### src/rtl/core_mul_seq.sv
// Sequential posit core multiplier.
// Forms the mantissa product one multiplier bit per cycle with shift-add.
// It then normalizes the product to [1,2) with the MSB set and adds the exponents.
module core_mul_seq #(
  parameter int unsigned N         = 16,
  parameter int unsigned ES        = 1,
  parameter int unsigned TE_SIZE   = ES + $clog2(N) + 1,
  parameter int unsigned MANT_SIZE = N - 2
) (
  input  logic                     clk,
  input  logic                     rst,
  input  logic                     in_valid,
  output logic                     in_ready,
  input  logic [TE_SIZE-1:0]       te1,
  input  logic [TE_SIZE-1:0]       te2,
  input  logic [MANT_SIZE-1:0]     mant1,
  input  logic [MANT_SIZE-1:0]     mant2,
  output logic                     out_valid,
  input  logic                     out_ready,
  output logic [2*MANT_SIZE-1:0]   mant_out,
  output logic [TE_SIZE-1:0]       te_out
);

  localparam int unsigned PW   = 2 * MANT_SIZE;
  localparam int unsigned CntW = $clog2(MANT_SIZE);

  typedef enum logic [1:0] {StIdle, StBusy, StDone} state_e;

  state_e               state_q, state_d;
  logic [PW-1:0]        mcand_q, mcand_d;
  logic [MANT_SIZE-1:0] mplier_q, mplier_d;
  logic [PW-1:0]        acc_q, acc_d;
  logic [CntW-1:0]      cnt_q, cnt_d;
  logic [TE_SIZE-1:0]   te_sum_q, te_sum_d;
  logic [PW-1:0]        mant_out_q, mant_out_d;
  logic [TE_SIZE-1:0]   te_out_q, te_out_d;

  logic [PW-1:0]        addend;
  logic [PW-1:0]        sum;

  // Next-state logic for the FSM and datapath; handshake outputs decoded from state.
  always_comb begin
    state_d    = state_q;
    mcand_d    = mcand_q;
    mplier_d   = mplier_q;
    acc_d      = acc_q;
    cnt_d      = cnt_q;
    te_sum_d   = te_sum_q;
    mant_out_d = mant_out_q;
    te_out_d   = te_out_q;
    in_ready   = (state_q == StIdle);
    out_valid  = (state_q == StDone);
    addend     = mplier_q[0] ? mcand_q : '0;
    // The accumulation for this cycle. On the last cycle it is the full product.
    sum        = acc_q + addend;

    case (state_q)
      StIdle: begin
        if (in_valid) begin
          mcand_d  = {{MANT_SIZE{1'b0}}, mant1};
          mplier_d = mant2;
          te_sum_d = te1 + te2;
          acc_d    = '0;
          cnt_d    = '0;
          state_d  = StBusy;
        end
      end
      StBusy: begin
        acc_d    = sum;
        mcand_d  = mcand_q << 1;
        mplier_d = mplier_q >> 1;
        cnt_d    = cnt_q + CntW'(1);
        if (cnt_q == CntW'(MANT_SIZE - 1)) begin
          // The product lies in [1,4). Shift it so the MSB is set, and bump the exponent if it was >= 2.
          if (sum[PW-1]) begin
            mant_out_d = sum;
            te_out_d   = te_sum_q + TE_SIZE'(1);
          end else begin
            mant_out_d = sum << 1;
            te_out_d   = te_sum_q;
          end
          cnt_d   = '0;
          state_d = StDone;
        end
      end
      StDone: begin
        if (out_ready) begin
          state_d = StIdle;
        end
      end
      default: state_d = StIdle;
    endcase
  end

  // State and datapath registers; an asynchronous reset drops any in-flight op.
  always_ff @(posedge clk or posedge rst) begin
    if (rst) begin
      state_q    <= StIdle;
      mcand_q    <= '0;
      mplier_q   <= '0;
      acc_q      <= '0;
      cnt_q      <= '0;
      te_sum_q   <= '0;
      mant_out_q <= '0;
      te_out_q   <= '0;
    end else begin
      state_q    <= state_d;
      mcand_q    <= mcand_d;
      mplier_q   <= mplier_d;
      acc_q      <= acc_d;
      cnt_q      <= cnt_d;
      te_sum_q   <= te_sum_d;
      mant_out_q <= mant_out_d;
      te_out_q   <= te_out_d;
    end
  end

  assign mant_out = mant_out_q;
  assign te_out   = te_out_q;

endmodule

### config.mk
export PLATFORM = sky130hd
export DESIGN_NAME = core_mul_seq
export DESIGN_NICKNAME = d
export VERILOG_FILES = /design/src/rtl/core_mul_seq.sv
export SDC_FILE = /design/constraint.sdc
export NUM_CORES = 1
export LEC_CHECK = 0
export CAP_MARGIN = 10
export CORE_ASPECT_RATIO = 1.1
export CORE_MARGIN = 2
export CORE_UTILIZATION = 25
export DETAILED_ROUTE_END_ITERATION = 8
export GPL_TIMING_DRIVEN = 0
export PLACE_DENSITY = 0.4
export SYNTH_ARGS = -nofsm -noshare
export SYNTH_HDL_FRONTEND = slang
export SYNTH_SLANG_ARGS = --single-unit
export TNS_END_PERCENT = 50
### constraint.sdc
create_clock -name clk -period 6.25 [get_ports clk]
set_input_delay 0.625 -clock clk [delete_from_list [all_inputs] [get_ports clk]]
set_output_delay 0.625 -clock clk [all_outputs]
set_load 0.02 [all_outputs]
==> results_dict.tcl, run 1 <==
set metrics [dict create \
    finalSetupViolCount 0 \
    rows 63 \
    hold_buffers 0 \
    die_w_um 161 \
    synth_top_family_by_area "simple AND/OR/NAND/NOR gates" \
    netlist_instances 779 \
    numPortBuffers 79 \
    firstDrtPassIters 4 \
    antenna_cells 0 \
    wl_per_cell_um 16.2 \
    clkPwrFrac_pct 17.6 \
    synth_seq_cells 116 \
    drive_gt1_share_pct 6.29 \
    seq_area_sq_um 2900 \
    fin_crit_ns 3.82 \
    cts_setup_buffers 0 \
    place.gp.congestion 0.802 \
    vdd_drop_max_mv 0.208 \
    synth_fa_ha_area_share_pct 7.09 \
    htree_levels 4 \
    hold_ws_ns 0.479 \
    synth_simple_gate_area_share_pct 21.6 \
    drcViolationCount 0 \
    drt.antenna.violating_nets 0 \
    internal-power_w 0.00315 \
    grt_overflow 0 \
    antenna_found_initial 0 \
    rsz0062_at_grt "false" \
    synth_enable_flop_cells 0 \
    yosysWarnings 0 \
    top_level_ports 80 \
    power_w 0.00576 \
    synth_area_leaders "dfrtp_1, nand2_1, ha_1, o21ai_0, a31oi_1" \
    drv_slew 0 \
    maxSlewHeadroom_pct 24.6 \
    start_util_pct 25.2 \
    ys.flop_type "dfrtp_1" \
    max_freq_mhz 262 \
    cts_tree "built" \
    final_common_cell "nand2_1" \
    critical_path.slowest_cell "a311oi_1" \
    sequentialPowerShare_pct 23.5 \
    post-route-period-util_pct 61.0 \
    cts_root_buf "clkbuf_16" \
    path_cells "clkbuf_1 -> clkbuf_1 -> and2_1 -> ha_1 -> a21oi_1 -> o211ai_1 -> a21oi_1 -> nand3_1 -> a21oi_2 -> o21ai_0 -> a311oi_1 -> mux2_2 -> o21ai_0" \
    comb_power_share_pct 58.9 \
    cts-resized-gates 0 \
    hold_class "flip-flop to flip-flop" \
    grt_pass1_wl_mm 32.6 \
    cts.clk_slew.worst_paths_ns 0.06 \
    setup_ws_ns 2.43 \
    synth_compound_area_share_pct 16.5 \
    drt-total-wl_mm 20.2 \
    worst_setup_path_start_kind "flip-flop" \
    critPathMaxStageDelay_ns 0.51 \
    synth_nets 860 \
    vias_per_cell 4.63 \
    fill_cells 2860 \
    core_sq_um 26700 \
    dieArea_sq_um 28300 \
    avgSynthCellArea_sq_um 8.65 \
    die_h_um 176 \
    synth_top_cell_by_area "dfrtp_1" \
    detailed_place_hpwl_mm 15.2 \
    grt.total_usage_pct 14.8 \
    synth_mux_area_share_pct 3.21 \
    dp_slack_ns 2.32 \
    p_switching_w 0.00261 \
    synth.distinct_cells 56 \
    grt_max_degree 63 \
    worstSetupPathType "flip-flop to flip-flop" \
    drt_iter0_markers 378 \
    swShare_pct 45.3 \
    syn_area_sq_um 6740 \
    worstPathArrival_ns 4.09 \
    multi_input_area_sq_um 3580 \
    tritoncts.num_buffers 17 \
    status "finished clean" \
    yosysSeqAreaShare_pct 43.1 \
    clock_latency_ns 0.42 \
    timing.final.hold_violations 0 \
    async_reset_ff_share_pct 100 \
    p_leak_nw 3.69 \
    yosysTopAreaCellShare_pct 43.1 \
    layout_common_cells "nand2_1, dfrtp_1, clkdlybuf4s50_1, o21ai_0, nor2_1" \
    cp_max_fo 10 \
    finalSetupTns_ns 0 \
    max_cap_violations 0 \
    syn_to_final_growth_pct 27.7 \
    end_kind "flip-flop" \
    vias 5768 \
    tightest_slew_ns 1.13 \
    synth_xor_area_share_pct 4.68 \
    clkSinkCount 116 \
    clockBufferDepth 2 \
    finClkSkew_ns 0.0107 \
    critPathRequiredTime_ns 6.52 \
    final_nets 959 \
    grt_pass1_vias 5717 \
    power_density_nw_per_um2 669 \
]
-- flip-flops by register name, summed over array words and instances (netlist names) --
name / flops
acc_q: 28
cnt_q: 4
mant_out: 28
mcand_q: 28
mplier_q: 14
state_q: 2
te_out: 6
te_sum_q: 6
-- cells by family after synthesis --
| family | count (synthesis) |
|---|---|
| simple gates | 326 |
| buf+inv | 61 |
| xor+xnor | 36 |
| flops | 116 |
| compound gates | 182 |
| mux | 21 |
| fa+ha+maj | 37 |
-- critical path, delay by kind of cell, from the launching register on --
kind,cells,cell delay (ns)
AOI/OAI and AO/OA,7,1.64
adders and majority gates,1,0.30
buffers and inverters,2,0.71
DFF,1,0.34
muxes,1,0.24
and+or+nand+nor,2,0.43
-- Yosys cell counts (9+ instances only) --
| cell | instances |
|---|---|
| a21o_1 | 9 |
| a21oi_1 | 32 |
| a31oi_1 | 33 |
| and2_1 | 30 |
| clkbuf_1 | 36 |
| dfrtp_1 | 116 |
| ha_1 | 35 |
| inv_1 | 13 |
| mux2i_1 | 16 |
| nand2_1 | 182 |
| nand3_1 | 27 |
| nor2_1 | 46 |
| o21ai_0 | 65 |
| xnor2_1 | 20 |
| xor2_1 | 16 |
-- per-layer routing --
layer | global-route usage, % | part of all wire (%)
met1 | 20.7 | 49
met2 | 23.6 | 47
met3 | 2.49 | 2.6
met4 | 4.05 | 1.4
met5 | 0 | 0
-- through the flow --
step           cells  cell area, sq um  util [%]
2_1_floorplan    779              6740         -
3_3_place_gp    1215              7980      29.9
3_5_place_dp    1216              8010      30.0
4_1_cts         1247              8610      32.2
5_1_grt         1247              8610      32.2
6_report        1247              8610      32.2
-- power by group through the flow --
stage	clock [W]	combinational, W	sequential, W
2_1_floorplan	0	0.00236	0.00141
3_3_place_gp	0	0.00343	0.00137
3_5_place_dp	0	0.00344	0.00137
4_1_cts	0.00104	0.00344	0.00136
5_1_grt	0.00107	0.00385	0.00141
6_report	0.00101	0.00339	0.00136
-- layout make-up --
class / count / area share, %
multi-input cells: 602 / 41.6
flip-flops and latches: 116 / 33.7
repair buffers: 80 / 9.50
clock buffers: 21 / 5.46
well taps: 357 / 5.19
plain buffers: 48 / 2.46
clock inverters: 10 / 1.51
inverters: 13 / 0.625
-- path summary, 6_finish.rpt --
kind                                               start                        to  slack, ns  cells past startpoint
worst max-delay path             mplier_q[0]$_DFFE_PP0P_  mant_out[22]$_DFFE_PP0P_       2.43                     13
worst min-delay path            mant_out[12]$_DFFE_PP0P_  mant_out[12]$_DFFE_PP0P_       0.48                      2
worst max register to register   mplier_q[0]$_DFFE_PP0P_  mant_out[22]$_DFFE_PP0P_       2.43                     13
worst min register to register  mant_out[12]$_DFFE_PP0P_  mant_out[12]$_DFFE_PP0P_       0.48                      2
max in group asynchronous                            rst     acc_q[12]$_DFFE_PP0P_       4.84                      3
min in group asynchronous                            rst   mplier_q[5]$_DFFE_PP0P_       0.68                      2
No activity file was read; power rests on OpenSTA's default activity.
==> inputs of run 2 (changes only) <==
==> constraint.sdc (replaced) <==
create_clock -name clk -period 3.6 [get_ports clk]
set_input_delay 0.36 -clock clk [delete_from_list [all_inputs] [get_ports clk]]
set_output_delay 0.36 -clock clk [all_outputs]
set_load 0.02 [all_outputs]
==> run 2 against run 1 <==
  * Sequential power increased by 75%
  * Critical endpoint is now mant_out[3]$_DFFE_PP0P_
  * Worst setup slack got worse by 2.2 ns
  * Clock skew about the same
  * Flip-flop and latch count unchanged
  * Via count decreased by 0.24%
  * Combinational power increased by 78%
  * Die area unchanged
  * Largest power group unchanged
  * Maximum frequency increased by 12%
  * Highest routed layer unchanged
==> results_dict.tcl, run 2 (synthesis gave the netlist of run 1 again) <==
set metrics [dict create \
    finClkSkew_ns 0.0106 \
    grt_pass1_wl_mm 32.7 \
    grt_max_degree 63 \
    vdd_drop_max_mv 0.363 \
    drt-total-wl_mm 20.3 \
    fin_crit_ns 3.40 \
    wl_per_cell_um 16.3 \
    timing.final.hold_violations 0 \
    grt_pass1_vias 5730 \
    seq_area_sq_um 2900 \
    detailed_place_hpwl_mm 15.2 \
    grt.total_usage_pct 14.8 \
    drv_slew 0 \
    clockBufferDepth 2 \
    finalSetupTns_ns 0 \
    max_cap_violations 0 \
    multi_input_area_sq_um 3630 \
    die_h_um 176 \
    drcViolationCount 0 \
    tightest_slew_ns 1.18 \
    firstDrtPassIters 4 \
    power_density_nw_per_um2 1170 \
    startpoint "mplier_q[0]$_DFFE_PP0P_" \
    drt_iter0_markers 352 \
    htree_levels 4 \
    worst_setup_path_start_kind "flip-flop" \
    antenna_cells 0 \
    fill_cells 2853 \
    die_w_um 161 \
    cts.clk_slew.worst_paths_ns 0.06 \
    drt.antenna.violating_nets 0 \
    cts_tree "built" \
    p_leak_nw 3.71 \
    vias_per_cell 4.61 \
    dpl_cell_area_sq_um 8010 \
    hold_class "input pin to async pin" \
    clkSinkCount 116 \
    end_kind "flip-flop" \
    numPortBuffers 79 \
    max_freq_mhz 294 \
    finalSetupViolCount 0 \
    syn_to_final_growth_pct 28.7 \
    vias 5754 \
    grt_overflow 0 \
    rsz0062_at_grt "false" \
    final_area_sq_um 8680 \
    rows 63 \
    start_util_pct 25.2 \
    dp_cells 1216 \
    cts_root_buf "clkbuf_16" \
    power_w 0.0102 \
    maxSlewHeadroom_pct 20.8 \
    final_common_cell "nand2_1" \
    final_cells 1247 \
    hold_buffers 0 \
    final_nets 959 \
    dieArea_sq_um 28300 \
    cp_max_fo 11 \
    antenna_found_initial 0 \
    status "finished clean" \
    core_sq_um 26700 \
    post-route-period-util_pct 94.6 \
    clock_latency_ns 0.42 \
    worstPathArrival_ns 3.68 \
    critPathRequiredTime_ns 3.87 \
    drive_gt1_share_pct 7.53 \
    top_level_ports 80 \
    layout_common_cells "nand2_1, dfrtp_1, clkdlybuf4s50_1, o21ai_0, nor2_1" \
    fin_util_pct 32.5 \
    place.gp.congestion 0.802 \
    worstSetupPathType "flip-flop to flip-flop" \
    tritoncts.num_buffers 17 \
    r2r_start "mplier_q[0]$_DFFE_PP0P_" \
]
## run 2: cell count changes in the layout (fill, tap and decap cells not counted), sizes merged
cell    previous run  this run
clkbuf            58        57
buf               12        13
## run 2: final cells by class
class	instances	share of cell area (%)
Tap cell	357	5.15
Buffer	47	2.47
Clock buffer	21	5.42
Inverter	13	0.620
Timing Repair Buffer	81	9.51
Multi-Input combinational cell	602	41.9
Sequential cell	116	33.5
Clock inverter	10	1.50
## run 2: power breakdown
part           leakage (nW)  total, W  internal, W  switching (W)
sequential             1.43   0.00238      0.00195       0.000427
clock                 0.294   0.00176      0.00113       0.000627
combinational          1.99   0.00602      0.00245        0.00357
total                  3.71    0.0102      0.00553        0.00463
## run 2: critical path, stage by stage (launching register included)
cell	delay (ns)
dfrtp_2	0.50
clkbuf_2	0.21
and2_1	0.21
ha_1	0.28
buf_4	0.15
nand2_1	0.11
nor3_4	0.28
o21ai_0	0.12
o21a_1	0.23
and4_4	0.21
nor3_4	0.30
buf_6	0.24
mux2i_1	0.29
o21ai_0	0.11
## run 2: final timing paths
| path | cells past startpoint | to | slack [ns] |
|---|---|---|---|
| max | 13 | mant_out[3]$_DFFE_PP0P_ | 0.20 |
| min | 2 | mplier_q[5]$_DFFE_PP0P_ | 0.41 |
| max reg2reg | 13 | mant_out[3]$_DFFE_PP0P_ | 0.20 |
| min reg2reg | 2 | mant_out[12]$_DFFE_PP0P_ | 0.48 |
| max in group asynchronous | 3 | acc_q[12]$_DFFE_PP0P_ | 2.46 |
| min in group clk | 2 | mant_out[12]$_DFFE_PP0P_ | 0.48 |
## run 2: timing repair
action                                  CTS  global route
buffers inserted                          1             0
endpoints found under the hold margin     0             0
pin swaps                                 1             0
gates resized for setup                   4            12
endpoints found under the setup margin   36            26
## run 2: through the flow
| step | hold slack (ns) | worst slack [ns] |
|---|---|---|
| 2_1_floorplan | 0.456 | 0.168 |
| 4_1_cts | 0.434 | 0.0187 |
| 5_1_grt | 0.467 | 0.0150 |
| 3_5_place_dp | 0.471 | -0.332 |
| 3_3_place_gp | 0.471 | -2.14 |
| 6_report | 0.411 | 0.196 |
## run 2: routing by layer
metal	vias to the layer above	part of all wire (%)	track usage (%)	wire (um)
met3	18	2.3	2.49	473
met4	0	1.4	4.05	292
met1	2763	49	20.8	10000
met5	-	0	0	0
li1	2897	-	-	-
met2	76	47	23.7	9510
==> variant 1 (flow settings as in run 1) <==
Set the parameter `N` to 32 (it was 16).
--- a/src/rtl/core_mul_seq.sv
+++ b/src/rtl/core_mul_seq.sv
@@ -2,7 +2,7 @@
 // Forms the mantissa product one multiplier bit per cycle with shift-add.
 // It then normalizes the product to [1,2) with the MSB set and adds the exponents.
 module core_mul_seq #(
-  parameter int unsigned N         = 16,
+  parameter int unsigned N         = 32,
   parameter int unsigned ES        = 1,
   parameter int unsigned TE_SIZE   = ES + $clog2(N) + 1,
   parameter int unsigned MANT_SIZE = N - 2
Interface: changed (6 resized); port bits go from 80 to 147. The function was not compared with the original's and may differ.
==> variant 1 against run 1 <==
Sequential cell count up 115. Setup slack worse by 1100 ps. Area after synthesis up 110%. Wire length rose to 2.6 times the old value. Cell area up 110%.
Power is not shown: default switching activity piles up to over one toggle a cycle in this logic, so the estimate is an artifact.
==> variant 1: results (changes against run 1) <==
<table>
<tr><th>Metric</th><th>Value</th></tr>
<tr><th colspan="2">Outcome</th></tr>
<tr><td>Outcome</td><td>complete, no violations</td></tr>
<tr><th colspan="2">Layout</th></tr>
<tr><td>Share of post-route cells with drive strength above 1</td><td>0.0614 (-0.00153)</td></tr>
<tr><th colspan="2">Synth</th></tr>
<tr><td>Area fraction in compound gates after synthesis</td><td>0.199 (+0.0343)</td></tr>
<tr><td>Main area contributors after synthesis</td><td>sky130_fd_sc_hd__dfrtp_1 (41%), sky130_fd_sc_hd__nand2_1 (10%), sky130_fd_sc_hd__ha_1 (6.0%)</td></tr>
<tr><td>Synth top area share</td><td>0.407 (-0.0235)</td></tr>
<tr><td>Synth Net Count</td><td>1,865 (+120%)</td></tr>
<tr><td>Sequential cell area fraction in the yosys report</td><td>0.407 (-0.0235)</td></tr>
<tr><th colspan="2">Setup path</th></tr>
<tr><td>Number of cell instances on the worst register-to-register path</td><td>14 (+1)</td></tr>
<tr><td>Slowest cell on the critical path</td><td>sky130_fd_sc_hd__dfrtp_1</td></tr>
<tr><td>Reg2Reg Capture Point</td><td>mant_out[56]</td></tr>
<tr><td>Worst reg-to-reg setup slack</td><td>1340 ps (-1100 ps)</td></tr>
<tr><td>Data arrival at the endpoint of the critical path</td><td>5340 ps (+1250 ps)</td></tr>
<tr><td>Worst stage delay on the critical path</td><td>570 ps (+60 ps)</td></tr>
<tr><th colspan="2">Timing</th></tr>
<tr><td>Clock skew</td><td>18.0 ps (+7.25 ps)</td></tr>
<tr><td>Worst slew margin relative to its limit</td><td>0.278 (+0.0317)</td></tr>
<tr><th colspan="2">Min path</th></tr>
<tr><td>Min-Delay Path Class</td><td>in -&gt; async</td></tr>
<tr><th colspan="2">Clock tree</th></tr>
<tr><td>Latest clock arrival within the worst-skew pair</td><td>590 ps (+170 ps)</td></tr>
<tr><td>Clock buffer count from CTS</td><td>29 (+12)</td></tr>
<tr><td>Buffers from clock root to sink, at most</td><td>3 (+1)</td></tr>
<tr><td>Deepest level of the CTS H-tree</td><td>1 (-3)</td></tr>
<tr><th colspan="2">Placed design</th></tr>
<tr><td>I/O Buffers</td><td>146 (+85%)</td></tr>
<tr><td>GP Congestion</td><td>0.869 (+8.3%)</td></tr>
<tr><td>Post-detail-place hpwl</td><td>40,800 um (+170%)</td></tr>
<tr><th colspan="2">Drt</th></tr>
<tr><td>Number of detailed-routing iterations run before antenna repair</td><td>7 (+3)</td></tr>
<tr><td>Average wire per cell in the routed design</td><td>19.9 um (+23%)</td></tr>
<tr><th colspan="2">GRT</th></tr>
<tr><td>Overall Global Routing Usage</td><td>0.180 (+0.0325)</td></tr>
<tr><td>First-pass GRT wire length</td><td>81,300 um (+150%)</td></tr>
</table>
-- variant 1: metal layers --
| layer | GRT usage | wire, um | vias up |
|---|---|---|---|
| met5 | 0 | 0 | - |
| met4 | 0.0608 | 1680 | 0 |
| met3 | 0.0219 | 2020 | 87 |
| met2 | 0.303 | 25300 | 284 |
| met1 | 0.238 | 24000 | 6367 |
| li1 | - | - | 6344 |
-- variant 1: metrics by stage --
| step | std cells | area [sq um] | setup slack, ps | utilization | hold WS [ps] |
|---|---|---|---|---|---|
| 4_1_cts | 2666 | 17700 | 1390 | 0.315 | 454 |
| 3_5_place_dp | 2613 | 16700 | 1390 | 0.298 | 469 |
| 2_1_floorplan | 1717 | 14200 | 2600 | - | 451 |
| 6_report | 2666 | 17700 | 1340 | 0.315 | 470 |
| 5_1_grt | 2666 | 17700 | 1130 | 0.315 | 502 |
| 3_3_place_gp | 2607 | 16600 | 273 | 0.296 | 469 |
-- variant 1: worst min-delay path by stage --
stage                  from           end  slack, ps
3_5_place_dp   mant_out[42]  mant_out[42]        470
6_report                rst     acc_q[26]        470
2_1_floorplan      cnt_q[4]      cnt_q[4]        450
3_3_place_gp   mant_out[40]  mant_out[40]        470
4_1_cts                 rst     acc_q[26]        450
5_1_grt                 rst  mant_out[35]        500
-- variant 1: logic make-up (layout without fill, tap and decap cells) --
kind of cell | count (synthesis) | after routing
AND/OR/NAND/NOR | 755 | 755
AO/OA/AOI/OAI | 437 | 437
flip-flops | 231 | 231
buffers and inverters | 149 | 354
adder cells (fa/ha/maj) | 70 | 70
XOR/XNOR | 65 | 65
multiplexers | 10 | 10
-- variant 1: cell type report --
class / instances / area, sq um
fillers: 5977 / 38400
multi-input cells: 1337 / 7750
flip-flops and latches: 231 / 5780
repair buffers: 152 / 1580
well taps: 744 / 931
clock buffers: 42 / 835
plain buffers: 119 / 558
clock inverters: 11 / 149
inverters: 30 / 116
-- variant 1: critical path: cells and delay by family (launching register included) --
family | cells | cell delay, ps
and+or+nand+nor | 1 | 220
adders and majority gates | 2 | 630
DFF | 1 | 570
AOI/OAI and AO/OA | 10 | 3030
buffers and inverters | 1 | 320
==> variant 2 (settings of run 1) <==
Without the edit above. Make the reset (`rst`) synchronous in one clocked block. Comments in the files are not updated.
--- a/src/rtl/core_mul_seq.sv
+++ b/src/rtl/core_mul_seq.sv
@@ -93,7 +93,7 @@
   end
 
   // State and datapath registers; an asynchronous reset drops any in-flight op.
-  always_ff @(posedge clk or posedge rst) begin
+  always_ff @(posedge clk) begin
     if (rst) begin
       state_q    <= StIdle;
       mcand_q    <= '0;
Function: differs if rst is asserted again (counterexample within 4 cycles, from zero or initial values and one cycle with rst high); with rst held inactive, the same outputs for 10 cycles.
==> variant 2 against run 1 <==
Wire length up 22%. Area after synthesis down 1.2%. Final cell count is 5.7% higher. Setup slack got worse by 770 ps. Cell area decreased by 1.6%. Core utilization up 0.20 points. Sequential cell count is the same.
Power is not compared: it rests on default switching activity, and its combinational part moved more than twofold at a synthesized area within 25%.
==> variant 2: results (changes against run 1) <==
<table>
<tr><th>Metric</th><th>Value</th></tr>
<tr><th colspan="2">Outcome</th></tr>
<tr><td>Outcome</td><td>complete, no violations</td></tr>
<tr><th colspan="2">Layout</th></tr>
<tr><td>Sequential fraction of total cell area</td><td>0.274 (-0.0631)</td></tr>
<tr><td>Filler cell count in the final layout</td><td>2,889 (+1.0%)</td></tr>
<tr><td>Clock network area share</td><td>0.0689 (-0.000807)</td></tr>
<tr><td>Share of post-route cells with drive strength above 1</td><td>0.0559 (-0.00702)</td></tr>
<tr><td>Share of the core filled with cells</td><td>0.324 (+0.00197)</td></tr>
<tr><td>Buffers, non-clock</td><td>137 (+7.0%)</td></tr>
<tr><td>Area of the multi-input gates</td><td>4050 sq um (+13%)</td></tr>
<tr><td>Number of multi-input combinational cells in the layout</td><td>670 (+11%)</td></tr>
<tr><td>Count of non-CTS inverters in the layout</td><td>11 (-2)</td></tr>
<tr><th colspan="2">Synth</th></tr>
<tr><td>Main area contributors after synthesis</td><td>sky130_fd_sc_hd__dfxtp_1 (35%), sky130_fd_sc_hd__nand2_1 (7.2%), sky130_fd_sc_hd__ha_1 (6.6%)</td></tr>
<tr><td>Share of async-settable or async-resettable flops after synthesis</td><td>0 (-1.00)</td></tr>
<tr><td>Synth top cells by count</td><td>sky130_fd_sc_hd__nand2_1 (128), sky130_fd_sc_hd__dfxtp_1 (116), sky130_fd_sc_hd__nor2_1 (113)</td></tr>
<tr><td>Synth Net Count</td><td>936 (+8.8%)</td></tr>
<tr><td>Primary FF master, synth</td><td>sky130_fd_sc_hd__dfxtp_1</td></tr>
<tr><th colspan="2">Timing</th></tr>
<tr><td>Clock skew</td><td>17.3 ps (+6.58 ps)</td></tr>
<tr><td>Measured slew at the worst slew-check pin</td><td>855 ps (-271 ps)</td></tr>
<tr><th colspan="2">Drt</th></tr>
<tr><td>Detailed Route WL</td><td>24,700 um (+22%)</td></tr>
<tr><td>Number of detailed-routing iterations run before antenna repair</td><td>5 (+1)</td></tr>
<tr><th colspan="2">Setup path</th></tr>
<tr><td>Top Family by Delay on Critical Path</td><td>buffers and inverters</td></tr>
<tr><td>Slowest cell on the critical path</td><td>sky130_fd_sc_hd__clkbuf_1</td></tr>
<tr><td>Data arrival at the endpoint of the critical path</td><td>4900 ps (+810 ps)</td></tr>
<tr><th colspan="2">Placed design</th></tr>
<tr><td>Post-detail-place hpwl</td><td>18,300 um (+21%)</td></tr>
<tr><td>Placed standard-cell area</td><td>7890 sq um (-1.5%)</td></tr>
<tr><td>GP Congestion</td><td>0.823 (+2.6%)</td></tr>
<tr><td>Setup slack after placement</td><td>1590 ps (-731 ps)</td></tr>
<tr><th colspan="2">GRT</th></tr>
<tr><td>Largest net degree at the start of global routing</td><td>17 (-73%)</td></tr>
<tr><td>First-pass GRT wire length</td><td>38,000 um (+17%)</td></tr>
<tr><td>Via count of the first global-routing pass</td><td>6,528 (+14%)</td></tr>
</table>
variant 2: changes by cell type in the layout (fill, tap and decap cells not counted), moves of 19 or more:
cell	before	now
sky130_fd_sc_hd__dfrtp_1	116	0
sky130_fd_sc_hd__dfxtp_1	0	116
sky130_fd_sc_hd__nor2_1	46	113
sky130_fd_sc_hd__nand2_1	182	128
sky130_fd_sc_hd__o21ai_0	65	19
sky130_fd_sc_hd__a21oi_1	32	68
sky130_fd_sc_hd__a311oi_1	2	32
sky130_fd_sc_hd__a31oi_1	33	7
sky130_fd_sc_hd__nand3_1	27	46
variant 2: worst paths after layout:
check	from	to	slack, ps	cells past startpoint
setup reg to reg	mplier_q[0]	mant_out[7]	1670	15
hold / removal	mcand_q[17]	mcand_q[18]	470	2
setup / recovery	mplier_q[0]	mant_out[7]	1670	15
hold reg to reg	mcand_q[17]	mcand_q[18]	470	2
variant 2: per-layer routing:
layer / global-route usage / vias up / wire length (um)
li1: - / 3247 / -
met1: 0.234 / 3122 / 11800
met2: 0.297 / 141 / 11600
met3: 0.0292 / 21 / 897
met4: 0.0527 / 0 / 442
met5: 0 / - / 0
variant 2: cell families (layout without fill, tap and decap cells):
family | count (synthesis) | count (layout) | share of synthesized area
compound gates | 199 | 199 | 0.208
fa+ha+maj | 37 | 37 | 0.0718
mux | 7 | 7 | 0.0107
xor+xnor | 31 | 31 | 0.0447
buf+inv | 69 | 180 | 0.0436
flops | 116 | 116 | 0.349
simple gates | 396 | 396 | 0.272
variant 2: through the flow:
stage	instances	hold slack, ps
floorplan	855	441
global placement	1286	460
detailed placement	1286	460
CTS	1318	469
global route	1318	486
finish	1318	466
